===== src/rtl/kamus_ex_stage.sv =====
// kamus-v execute stage: operand select, single-cycle ALU, iterative restoring
// divider, and the EX/MEM pipeline register feeding the LSU.
module kamus_ex_stage #(
    parameter int unsigned XLEN   = 32,
    parameter bit          DIV_EN = 1'b1
) (
    input  logic            clk_i,
    input  logic            rst_ni,
    input  logic            valid_idex_i,
    input  logic [XLEN-1:0] pc_idex_i,
    input  logic [XLEN-1:0] rs1_idex_i,
    input  logic [XLEN-1:0] rs2_idex_i,
    input  logic [XLEN-1:0] imm_idex_i,
    input  logic [3:0]      alu_op_idex_i,
    input  logic            src_a_sel_idex_i,
    input  logic            src_b_sel_idex_i,
    input  logic [4:0]      rd_idex_i,
    input  logic            l1d_wr_en_idex_i,
    input  logic            regfile_wr_en_idex_i,
    input  logic            flush_i,
    output logic            stall_o,
    output logic            valid_exmem_reg_o,
    output logic [XLEN-1:0] alu_rslt_exmem_reg_o,
    output logic [XLEN-1:0] rs2_exmem_reg_o,
    output logic [4:0]      rd_exmem_reg_o,
    output logic            l1d_wr_en_exmem_reg_o,
    output logic            regfile_wr_en_exmem_o
);

    localparam int unsigned SHW = $clog2(XLEN);
    localparam int unsigned CW  = $clog2(XLEN);
    localparam logic [CW-1:0] CNT_LAST = CW'(XLEN - 1);

    typedef enum logic [3:0] {
        OP_ADD   = 4'd0,
        OP_SUB   = 4'd1,
        OP_SLL   = 4'd2,
        OP_SLT   = 4'd3,
        OP_SLTU  = 4'd4,
        OP_XOR   = 4'd5,
        OP_SRL   = 4'd6,
        OP_SRA   = 4'd7,
        OP_OR    = 4'd8,
        OP_AND   = 4'd9,
        OP_MUL   = 4'd10,
        OP_DIV   = 4'd11,
        OP_DIVU  = 4'd12,
        OP_REM   = 4'd13,
        OP_REMU  = 4'd14,
        OP_PASSB = 4'd15
    } alu_op_e;

    typedef enum logic [1:0] {
        S_IDLE,
        S_BUSY,
        S_DONE
    } div_state_e;

    alu_op_e         op;
    logic [XLEN-1:0] op_a;
    logic [XLEN-1:0] op_b;
    logic [XLEN-1:0] alu_rslt;
    logic            is_div_op;
    logic            op_signed;
    logic            op_rem;
    logic            a_neg;
    logic            b_neg;
    logic            div_start;

    div_state_e      state_q, state_d;
    logic [CW-1:0]   cnt_q;
    logic [XLEN-1:0] dvd_raw_q;
    logic [XLEN-1:0] dvs_q;
    logic [XLEN-1:0] quo_q;
    logic [XLEN-1:0] rem_q;
    logic            neg_quo_q;
    logic            neg_rem_q;
    logic            rem_sel_q;
    logic            zero_q;
    logic            ovf_q;

    logic [XLEN:0]   rem_sh;
    logic [XLEN:0]   diff;
    logic [XLEN-1:0] quo_fix;
    logic [XLEN-1:0] rem_fix;
    logic [XLEN-1:0] div_rslt;

    always_comb begin
        op        = alu_op_e'(alu_op_idex_i);
        op_a      = src_a_sel_idex_i ? pc_idex_i : rs1_idex_i;
        op_b      = src_b_sel_idex_i ? imm_idex_i : rs2_idex_i;
        is_div_op = (op == OP_DIV) || (op == OP_DIVU) || (op == OP_REM) || (op == OP_REMU);
        op_signed = (op == OP_DIV) || (op == OP_REM);
        op_rem    = (op == OP_REM) || (op == OP_REMU);
        a_neg     = op_signed & op_a[XLEN-1];
        b_neg     = op_signed & op_b[XLEN-1];
        div_start = DIV_EN && valid_idex_i && is_div_op && !flush_i;
    end

    always_comb begin
        alu_rslt = '0;
        case (op)
            OP_ADD:   alu_rslt = op_a + op_b;
            OP_SUB:   alu_rslt = op_a - op_b;
            OP_SLL:   alu_rslt = op_a << op_b[SHW-1:0];
            OP_SLT:   alu_rslt = {{(XLEN-1){1'b0}}, $signed(op_a) < $signed(op_b)};
            OP_SLTU:  alu_rslt = {{(XLEN-1){1'b0}}, op_a < op_b};
            OP_XOR:   alu_rslt = op_a ^ op_b;
            OP_SRL:   alu_rslt = op_a >> op_b[SHW-1:0];
            OP_SRA:   alu_rslt = $unsigned($signed(op_a) >>> op_b[SHW-1:0]);
            OP_OR:    alu_rslt = op_a | op_b;
            OP_AND:   alu_rslt = op_a & op_b;
            OP_MUL:   alu_rslt = op_a * op_b;
            OP_PASSB: alu_rslt = op_b;
            // divides never reach this path when the divider exists; without it they return 0
            default:  alu_rslt = '0;
        endcase
    end

    always_comb begin
        state_d = state_q;
        stall_o = 1'b0;
        case (state_q)
            S_IDLE: begin
                stall_o = div_start;
                if (div_start) state_d = S_BUSY;
            end
            S_BUSY: begin
                if (flush_i) begin
                    state_d = S_IDLE;
                end else begin
                    stall_o = 1'b1;
                    if (cnt_q == CNT_LAST) state_d = S_DONE;
                end
            end
            S_DONE:  state_d = S_IDLE;
            default: state_d = S_IDLE;
        endcase
    end

    always_ff @(posedge clk_i) begin
        if (!rst_ni) state_q <= S_IDLE;
        else         state_q <= state_d;
    end

    always_comb begin
        rem_sh = {rem_q, quo_q[XLEN-1]};
        diff   = rem_sh - {1'b0, dvs_q};
    end

    // operands are held as magnitudes; signs are re-applied once the loop ends
    always_ff @(posedge clk_i) begin
        if (!rst_ni) begin
            cnt_q     <= '0;
            dvd_raw_q <= '0;
            dvs_q     <= '0;
            quo_q     <= '0;
            rem_q     <= '0;
            neg_quo_q <= 1'b0;
            neg_rem_q <= 1'b0;
            rem_sel_q <= 1'b0;
            zero_q    <= 1'b0;
            ovf_q     <= 1'b0;
        end else if (state_q == S_IDLE) begin
            cnt_q <= '0;
            if (div_start) begin
                dvd_raw_q <= op_a;
                dvs_q     <= b_neg ? -op_b : op_b;
                quo_q     <= a_neg ? -op_a : op_a;
                rem_q     <= '0;
                neg_quo_q <= a_neg ^ b_neg;
                neg_rem_q <= a_neg;
                rem_sel_q <= op_rem;
                zero_q    <= (op_b == '0);
                ovf_q     <= op_signed && (op_a == {1'b1, {(XLEN-1){1'b0}}}) && (op_b == '1);
            end
        end else if (state_q == S_BUSY) begin
            cnt_q <= cnt_q + 1'b1;
            if (!diff[XLEN]) begin
                rem_q <= diff[XLEN-1:0];
                quo_q <= {quo_q[XLEN-2:0], 1'b1};
            end else begin
                rem_q <= rem_sh[XLEN-1:0];
                quo_q <= {quo_q[XLEN-2:0], 1'b0};
            end
        end
    end

    always_comb begin
        quo_fix = neg_quo_q ? -quo_q : quo_q;
        rem_fix = neg_rem_q ? -rem_q : rem_q;
        if (zero_q) begin
            quo_fix = '1;
            rem_fix = dvd_raw_q;
        end else if (ovf_q) begin
            quo_fix = dvd_raw_q;
            rem_fix = '0;
        end
        div_rslt = rem_sel_q ? rem_fix : quo_fix;
    end

    always_ff @(posedge clk_i) begin
        if (!rst_ni) begin
            valid_exmem_reg_o     <= 1'b0;
            alu_rslt_exmem_reg_o  <= '0;
            rs2_exmem_reg_o       <= '0;
            rd_exmem_reg_o        <= '0;
            l1d_wr_en_exmem_reg_o <= 1'b0;
            regfile_wr_en_exmem_o <= 1'b0;
        end else begin
            valid_exmem_reg_o     <= 1'b0;
            l1d_wr_en_exmem_reg_o <= 1'b0;
            regfile_wr_en_exmem_o <= 1'b0;
            if (!flush_i) begin
                if (state_q == S_DONE) begin
                    valid_exmem_reg_o     <= valid_idex_i;
                    alu_rslt_exmem_reg_o  <= div_rslt;
                    rs2_exmem_reg_o       <= rs2_idex_i;
                    rd_exmem_reg_o        <= rd_idex_i;
                    l1d_wr_en_exmem_reg_o <= valid_idex_i & l1d_wr_en_idex_i;
                    regfile_wr_en_exmem_o <= valid_idex_i & regfile_wr_en_idex_i;
                end else if (!stall_o && valid_idex_i) begin
                    valid_exmem_reg_o     <= 1'b1;
                    alu_rslt_exmem_reg_o  <= alu_rslt;
                    rs2_exmem_reg_o       <= rs2_idex_i;
                    rd_exmem_reg_o        <= rd_idex_i;
                    l1d_wr_en_exmem_reg_o <= l1d_wr_en_idex_i;
                    regfile_wr_en_exmem_o <= regfile_wr_en_idex_i;
                end
            end
        end
    end

endmodule


===== config.mk =====
export PLATFORM = sky130hd
export DESIGN_NAME = kamus_ex_stage
export DESIGN_NICKNAME = d
export VERILOG_FILES = /design/src/rtl/kamus_ex_stage.sv
export SDC_FILE = /design/constraint.sdc
export NUM_CORES = 2
export LEC_CHECK = 0
export ABC_CLOCK_PERIOD_IN_PS = 26600
export BUFFER_PORTS_ARGS = -buffer_cell sky130_fd_sc_hd__buf_2
export CAP_MARGIN = 0
export CORE_MARGIN = 4
export CORE_UTILIZATION = 50
export CTS_BUF_LIST = sky130_fd_sc_hd__clkbuf_8
export DETAILED_ROUTE_END_ITERATION = 10
export PLACE_DENSITY_LB_ADDON = 0.2
export SYNTH_ARGS = -nofsm -noshare
export SYNTH_HDL_FRONTEND = slang
export SYNTH_SLANG_ARGS = --single-unit

===== constraint.sdc =====
create_clock -name clk_i -period 26.6 [get_ports clk_i]
set_clock_uncertainty 0.05 [all_clocks]
set_input_delay 5.32 -clock clk_i [delete_from_list [all_inputs] [get_ports clk_i]]
set_output_delay 5.32 -clock clk_i [all_outputs]
set_load 0.01 [all_outputs]

* Word level (Yosys, flattened, before mapping)
Cells that the tools add are included. W data, S select, Z words.
Storage, ports and cells: register bits 212, word-level logic and storage cells 124
Cells by class: add/sub/neg operators 8, $mul 1, shift operators 3, magnitude comparators 2, equality and inequality tests 22, mux-type cells 38, bitwise logic cells 10, reduce and logical (&&, ||, !) cells 23
Operators by type and width (number):
- $mux W32 | 22
- $pmux W32 S12 | 1
- $neg A32 Y32 | 4
- $eq A32 B32 Y1 const B | 2
- $lt A32 B32 Y1 | 2
- $sub A33 B32 Y33 | 1
- $add A32 B32 Y32 | 1
- $and A32 B32 Y32 | 1
- $eq A4 B4 Y1 const B | 8
- $logic_not A32 Y1 | 1
- $mul A32 B32 Y32 | 1
- $or A32 B32 Y32 | 1
- $shl A32 B5 Y32 | 1
- $shr A32 B5 Y32 | 1
- $sshr A32 B5 Y32 | 1
- $sub A32 B32 Y32 | 1
- $xor A32 B32 Y32 | 1
- $eq A4 B3 Y1 const B | 4
- $mux W5 | 2
- $eq A4 B2 Y1 const B | 2
- $mux W1 | 8
- $reduce_and A2 Y1 | 4
- $mux W2 | 3
- $add A5 B1 Y5 const B | 1
- other kinds (18) | 33

* Logic depth before layout (Yosys ltp)
depth in word-level cells 11, gate-level depth with buffers 34, depth with buffers taken out 28

* Worst setup path before layout
No wires, ideal clock.
kind input port to flip-flop, start input port src_b_sel_idex_i, end register alu_rslt_exmem_reg_o[31], setup slack 12710 ps, setup time 122 ps, stages 34, arrival 13718 ps, cells stage by stage buf_2 -> buf_4 -> buf_2 -> mux2i_1 -> buf_2 -> clkbuf_1 -> clkbuf_1 -> clkbuf_1 -> buf_1 -> nor2_1 -> fa_1 -> inv_1 -> fa_1 -> fa_1 -> fa_1 -> inv_1 -> fa_1 -> inv_1 -> fa_1 -> inv_1 -> fa_1 -> fa_1 -> ha_1 -> clkbuf_1 -> a21oi_1 -> o21ai_0 -> a221oi_1 -> o221a_2 -> o31ai_1 -> a31oi_1 -> a21oi_1 -> xnor2_1 -> nor2_1 -> o32a_1
On the way: cells in the longest elaborated chain, start to end 5
RTL lines:
- start, declared | line 16 | input logic src_b_sel_idex_i,
- $mux W32 (*) | line 91 | op_b = src_b_sel_idex_i ? imm_idex_i : rs2_idex_i;
- $mul A32 B32 Y32, or another cell as far along | line 113 | OP_MUL: alu_rslt = op_a * op_b;
- $pmux W32 S12 (*) | line 102 | case (op)
- $mux W32 (*) | line 222 | end else if (!stall_o && valid_idex_i) begin
- $mux W32 (*) | line 215 | if (state_q == S_DONE) begin
- end signal, assigned | line 217 | alu_rslt_exmem_reg_o <= div_rslt;
- end signal, assigned | line 224 | alu_rslt_exmem_reg_o <= alu_rslt;
- end, declared | line 23 | output logic [XLEN-1:0] alu_rslt_exmem_reg_o,
Mark *: on every way between the ends. The rest lies on a longest branch, timed or not. The select of a mux whose other input is x is not followed. A chain may end at the register's enable or synchronous reset.

* Final worst setup path
start input port src_a_sel_idex_i, end register alu_rslt_exmem_reg_o[29]
On the way: cells in the longest elaborated chain, start to end 5
RTL lines:
- start, declared | line 15 | input logic src_a_sel_idex_i,
- $mux W32 (*) | line 90 | op_a = src_a_sel_idex_i ? pc_idex_i : rs1_idex_i;
- named net op_a[13] | line 60 | logic [XLEN-1:0] op_a;
- $mul A32 B32 Y32, or another cell as far along | line 113
- $pmux W32 S12 (*) | line 102
- $mux W32 (*) | line 222
- $mux W32 (*) | line 215
Mark *: on every way through the listed nets, which the timed path passes. The rest lies on a longest branch. The select of a mux whose other input is x is not followed.

==> impl_metrics.py <==
metrics = {
    "floorplan": {
        "die_h_um": 282,
        "rows": 100,
        "dieArea_um2": 79300,
        "initial_core_util_pct": 50.4,
        "core_area_um2": 74300,
        "die_w_um": 282,
        "ioPinCount": 218,
    },
    "grt": {
        "antenna_found_initial": 5,
        "overflow": 0,
        "first_global_vias": 36651,
        "grt_pass1_wl_mm": 246,
        "grt_max_degree": 86,
        "gr-usage-all-layers_pct": 41.8,
    },
    "synthesis": {
        "ys.flop_type": "dfxtp_1",
        "syn_area_um2": 37400,
        "yosysSeqAreaShare_pct": 11.3,
        "avgSynthCellArea_um2": 7.72,
        "syn_inst": 4848,
        "synthDistinctLibCells": 86,
        "syn-num-nets": 5663,
        "ys_ff_latch": 212,
        "synth_warnings": 0,
        "synth_edf_count": 0,
        "synthArstFlopShare_pct": 0,
    },
    "clocking": {
        "cts-resized-gates": 0,
        "cts_setup_buffers": 0,
        "cts_tree": "built",
        "cts_buffers": 38,
        "clk_pin_slew_ns": 0.06,
        "clock_latency_ns": 0.60,
        "root_buffer": "clkbuf_8",
        "htree_levels": 2,
        "clock_sinks": 212,
        "ctsLongestPathBuffers": 3,
        "cts_hold_buf": 0,
    },
    "setup_path": {
        "rr_worst_depth": 15,
        "r2r_start": "quo_q[31]$_SDFFE_PN0P_",
        "rrSetupSlack_ns": 22.22,
        "cp-end-kind": "flip-flop",
        "crit_type": "input pin to flip-flop",
        "worstSetupStartpoint": "src_a_sel_idex_i",
        "cp.required_ns": 26.98,
        "endpoint": "alu_rslt_exmem_reg_o[29]$_SDFFE_PN0P_",
        "start_kind": "input pin",
        "cp_max_fo": 26,
        "reg2reg_to": "quo_q[0]$_SDFFE_PN0P_",
        "cp.arrival_ns": 14.80,
    },
    "layout": {
        "syn2layout_area_growth_pct": 8.56,
        "fillerInstances": 7290,
        "drive_gt1_share_pct": 10.3,
        "multi_input_area_um2": 30300,
        "seq_area_um2": 4240,
        "nets": 5734,
    },
    "worst_hold_path": {
        "hold_path_class": "flip-flop to flip-flop",
    },
    "sta": {
        "min_period_ns": 14.42,
        "tns_ns": 0,
        "slew_headroom_pct": 8.50,
        "timing_hold_violations_final": 0,
        "worstMarginPinSlew_ns": 1.37,
        "setup_viol": 0,
        "rsz0062_at_grt": "false",
        "finalCritPeriodShare_pct": 54.2,
        "report.final.slew_viol_count": 0,
        "fmax_ghz": 0.0693,
    },
    "routing": {
        "viasPerCell": 6.46,
        "via_count": 38255,
        "drc": 0,
        "ant_nets": 0,
        "drt_iter0_markers": 5094,
        "wl_mm": 169,
        "drt_pre_antenna_iters": 7,
        "routedWlPerCell_um": 28.5,
    },
    "outcome": {
        "status": "finished clean",
    },
    "placement": {
        "gp_routability_congestion": 1.11,
        "hpwl_mm": 126,
        "portBuffers": 217,
    },
    "job": {
        "cap_violations": 0,
    },
}
per-layer routing:
metal	vias to the layer above	share of wire (%)	GRT usage (%)
met3	596	12	11.3
met2	2593	42	62.2
met4	2	8.2	27.0
li1	16596	-	-
met1	18468	37	53.7
met5	-	0.0077	0
flip-flops by register name, summed over array words and instances (netlist names):
name and flops:
regfile_wr_en_exmem_o 1, alu_rslt_exmem_reg_o 32, rd_exmem_reg_o 5, valid_exmem_reg_o 1, zero_q 1, rem_q 32
neg_rem_q 1, l1d_wr_en_exmem_reg_o 1, state_q 2, quo_q 32, rs2_exmem_reg_o 32, dvd_raw_q 32
neg_quo_q 1, cnt_q 5, ovf_q 1, dvs_q 32, rem_sel_q 1
stage by stage:
stage	instance area [um2]	hold WS [ns]	std cells	utilization [%]	setup WS, ns
2_1_floorplan	37400	0.382	4848	-	12.71
3_3_place_gp	39800	0.389	5848	53.6	12.03
3_5_place_dp	39800	0.397	5848	53.6	11.94
4_1_cts	40600	0.403	5914	54.7	12.55
5_1_grt	40600	0.419	5915	54.7	12.08
6_report	40600	0.399	5918	54.7	12.18
Yosys cell counts (all sizes together) (66+ instances only):
| library cell | number | area [um2] |
|---|---|---|
| fa | 411 | 8230 |
| xor2 | 75 | 657 |
| mux2i | 227 | 2300 |
| buf | 66 | 304 |
| o21ai | 266 | 1330 |
| xnor2 | 156 | 1370 |
| nand2 | 594 | 2230 |
| dfxtp | 212 | 4240 |
| a21oi | 291 | 1460 |
| clkbuf | 249 | 935 |
| nor2 | 551 | 2070 |
| inv | 516 | 1940 |
| ha | 259 | 3240 |
critical path, stage by stage:
cell	delay, ns
buf_4	0.46
buf_4	0.48
mux2i_4	0.28
buf_4	0.48
inv_2	0.40
ha_1	0.53
fa_1	0.58
fa_1	0.50
inv_1	0.06
fa_1	0.49
fa_1	0.55
inv_1	0.05
fa_1	0.51
fa_1	0.43
fa_1	0.60
fa_1	0.47
ha_1	0.41
nor2_1	0.07
mux2i_1	0.32
o22ai_1	0.17
nor4_1	0.32
o21ai_0	0.15
a21oi_1	0.37
o311ai_0	0.39
a21oi_1	0.22
o21ai_0	0.10
worst min-delay path by stage:
stage / slack (ns) / startpoint / endpoint / cells past startpoint
4_1_cts: 0.40 / dvs_q[17]$_SDFFE_PN0P_ / dvs_q[17]$_SDFFE_PN0P_ / 2
2_1_floorplan: 0.38 / dvs_q[11]$_SDFFE_PN0P_ / dvs_q[11]$_SDFFE_PN0P_ / 2
6_report: 0.40 / dvs_q[17]$_SDFFE_PN0P_ / dvs_q[17]$_SDFFE_PN0P_ / 2
3_3_place_gp: 0.39 / dvs_q[17]$_SDFFE_PN0P_ / dvs_q[17]$_SDFFE_PN0P_ / 2
5_1_grt: 0.42 / dvs_q[3]$_SDFFE_PN0P_ / dvs_q[3]$_SDFFE_PN0P_ / 2
3_5_place_dp: 0.40 / rd_exmem_reg_o[4]$_SDFFE_PN0P_ / rd_exmem_reg_o[4]$_SDFFE_PN0P_ / 2
cell type report:
class | count | share of cell area [%]
Sequential cell | 212 | 10.4
Clock inverter | 22 | 0.450
Clock buffer | 44 | 1.49
Inverter | 531 | 4.90
Antenna cell | 4 | 0.0246
Timing Repair Buffer | 346 | 5.06
Multi-Input combinational cell | 3790 | 74.6
Tap cell | 969 | 2.98
cells by family (layout without fill, tap and decap cells):
family,after synthesis,count (layout),share of synthesized area [%]
other cells,0,4,0
mux,241,241,6.62
simple gates,1493,1493,17.1
xor+xnor,232,232,5.46
flops,212,212,11.3
compound gates,1154,1154,20.2
fa+ha+maj,670,670,30.6
buf+inv,846,943,8.63
layout by cell type, fill, tap and decap left out, types with 40 or more instances in the layout:
master,count
dfxtp_1,212
xnor2_1,155
a21oi_1,290
ha_1,259
a31oi_1,41
a21boi_0,41
buf_2,216
nand2_1,594
inv_1,519
o21ai_0,264
nor2_1,548
a211oi_1,62
fa_1,411
nor3_1,58
nand3_1,65
clkbuf_8,44
mux2i_1,182
o211ai_1,40
o22ai_1,53
buf_4,130
xor2_1,75
a21o_1,41
Power is left out: the tool's default activity adds up to more than one toggle a clock period on the data nets, which glitch-free logic cannot reach.
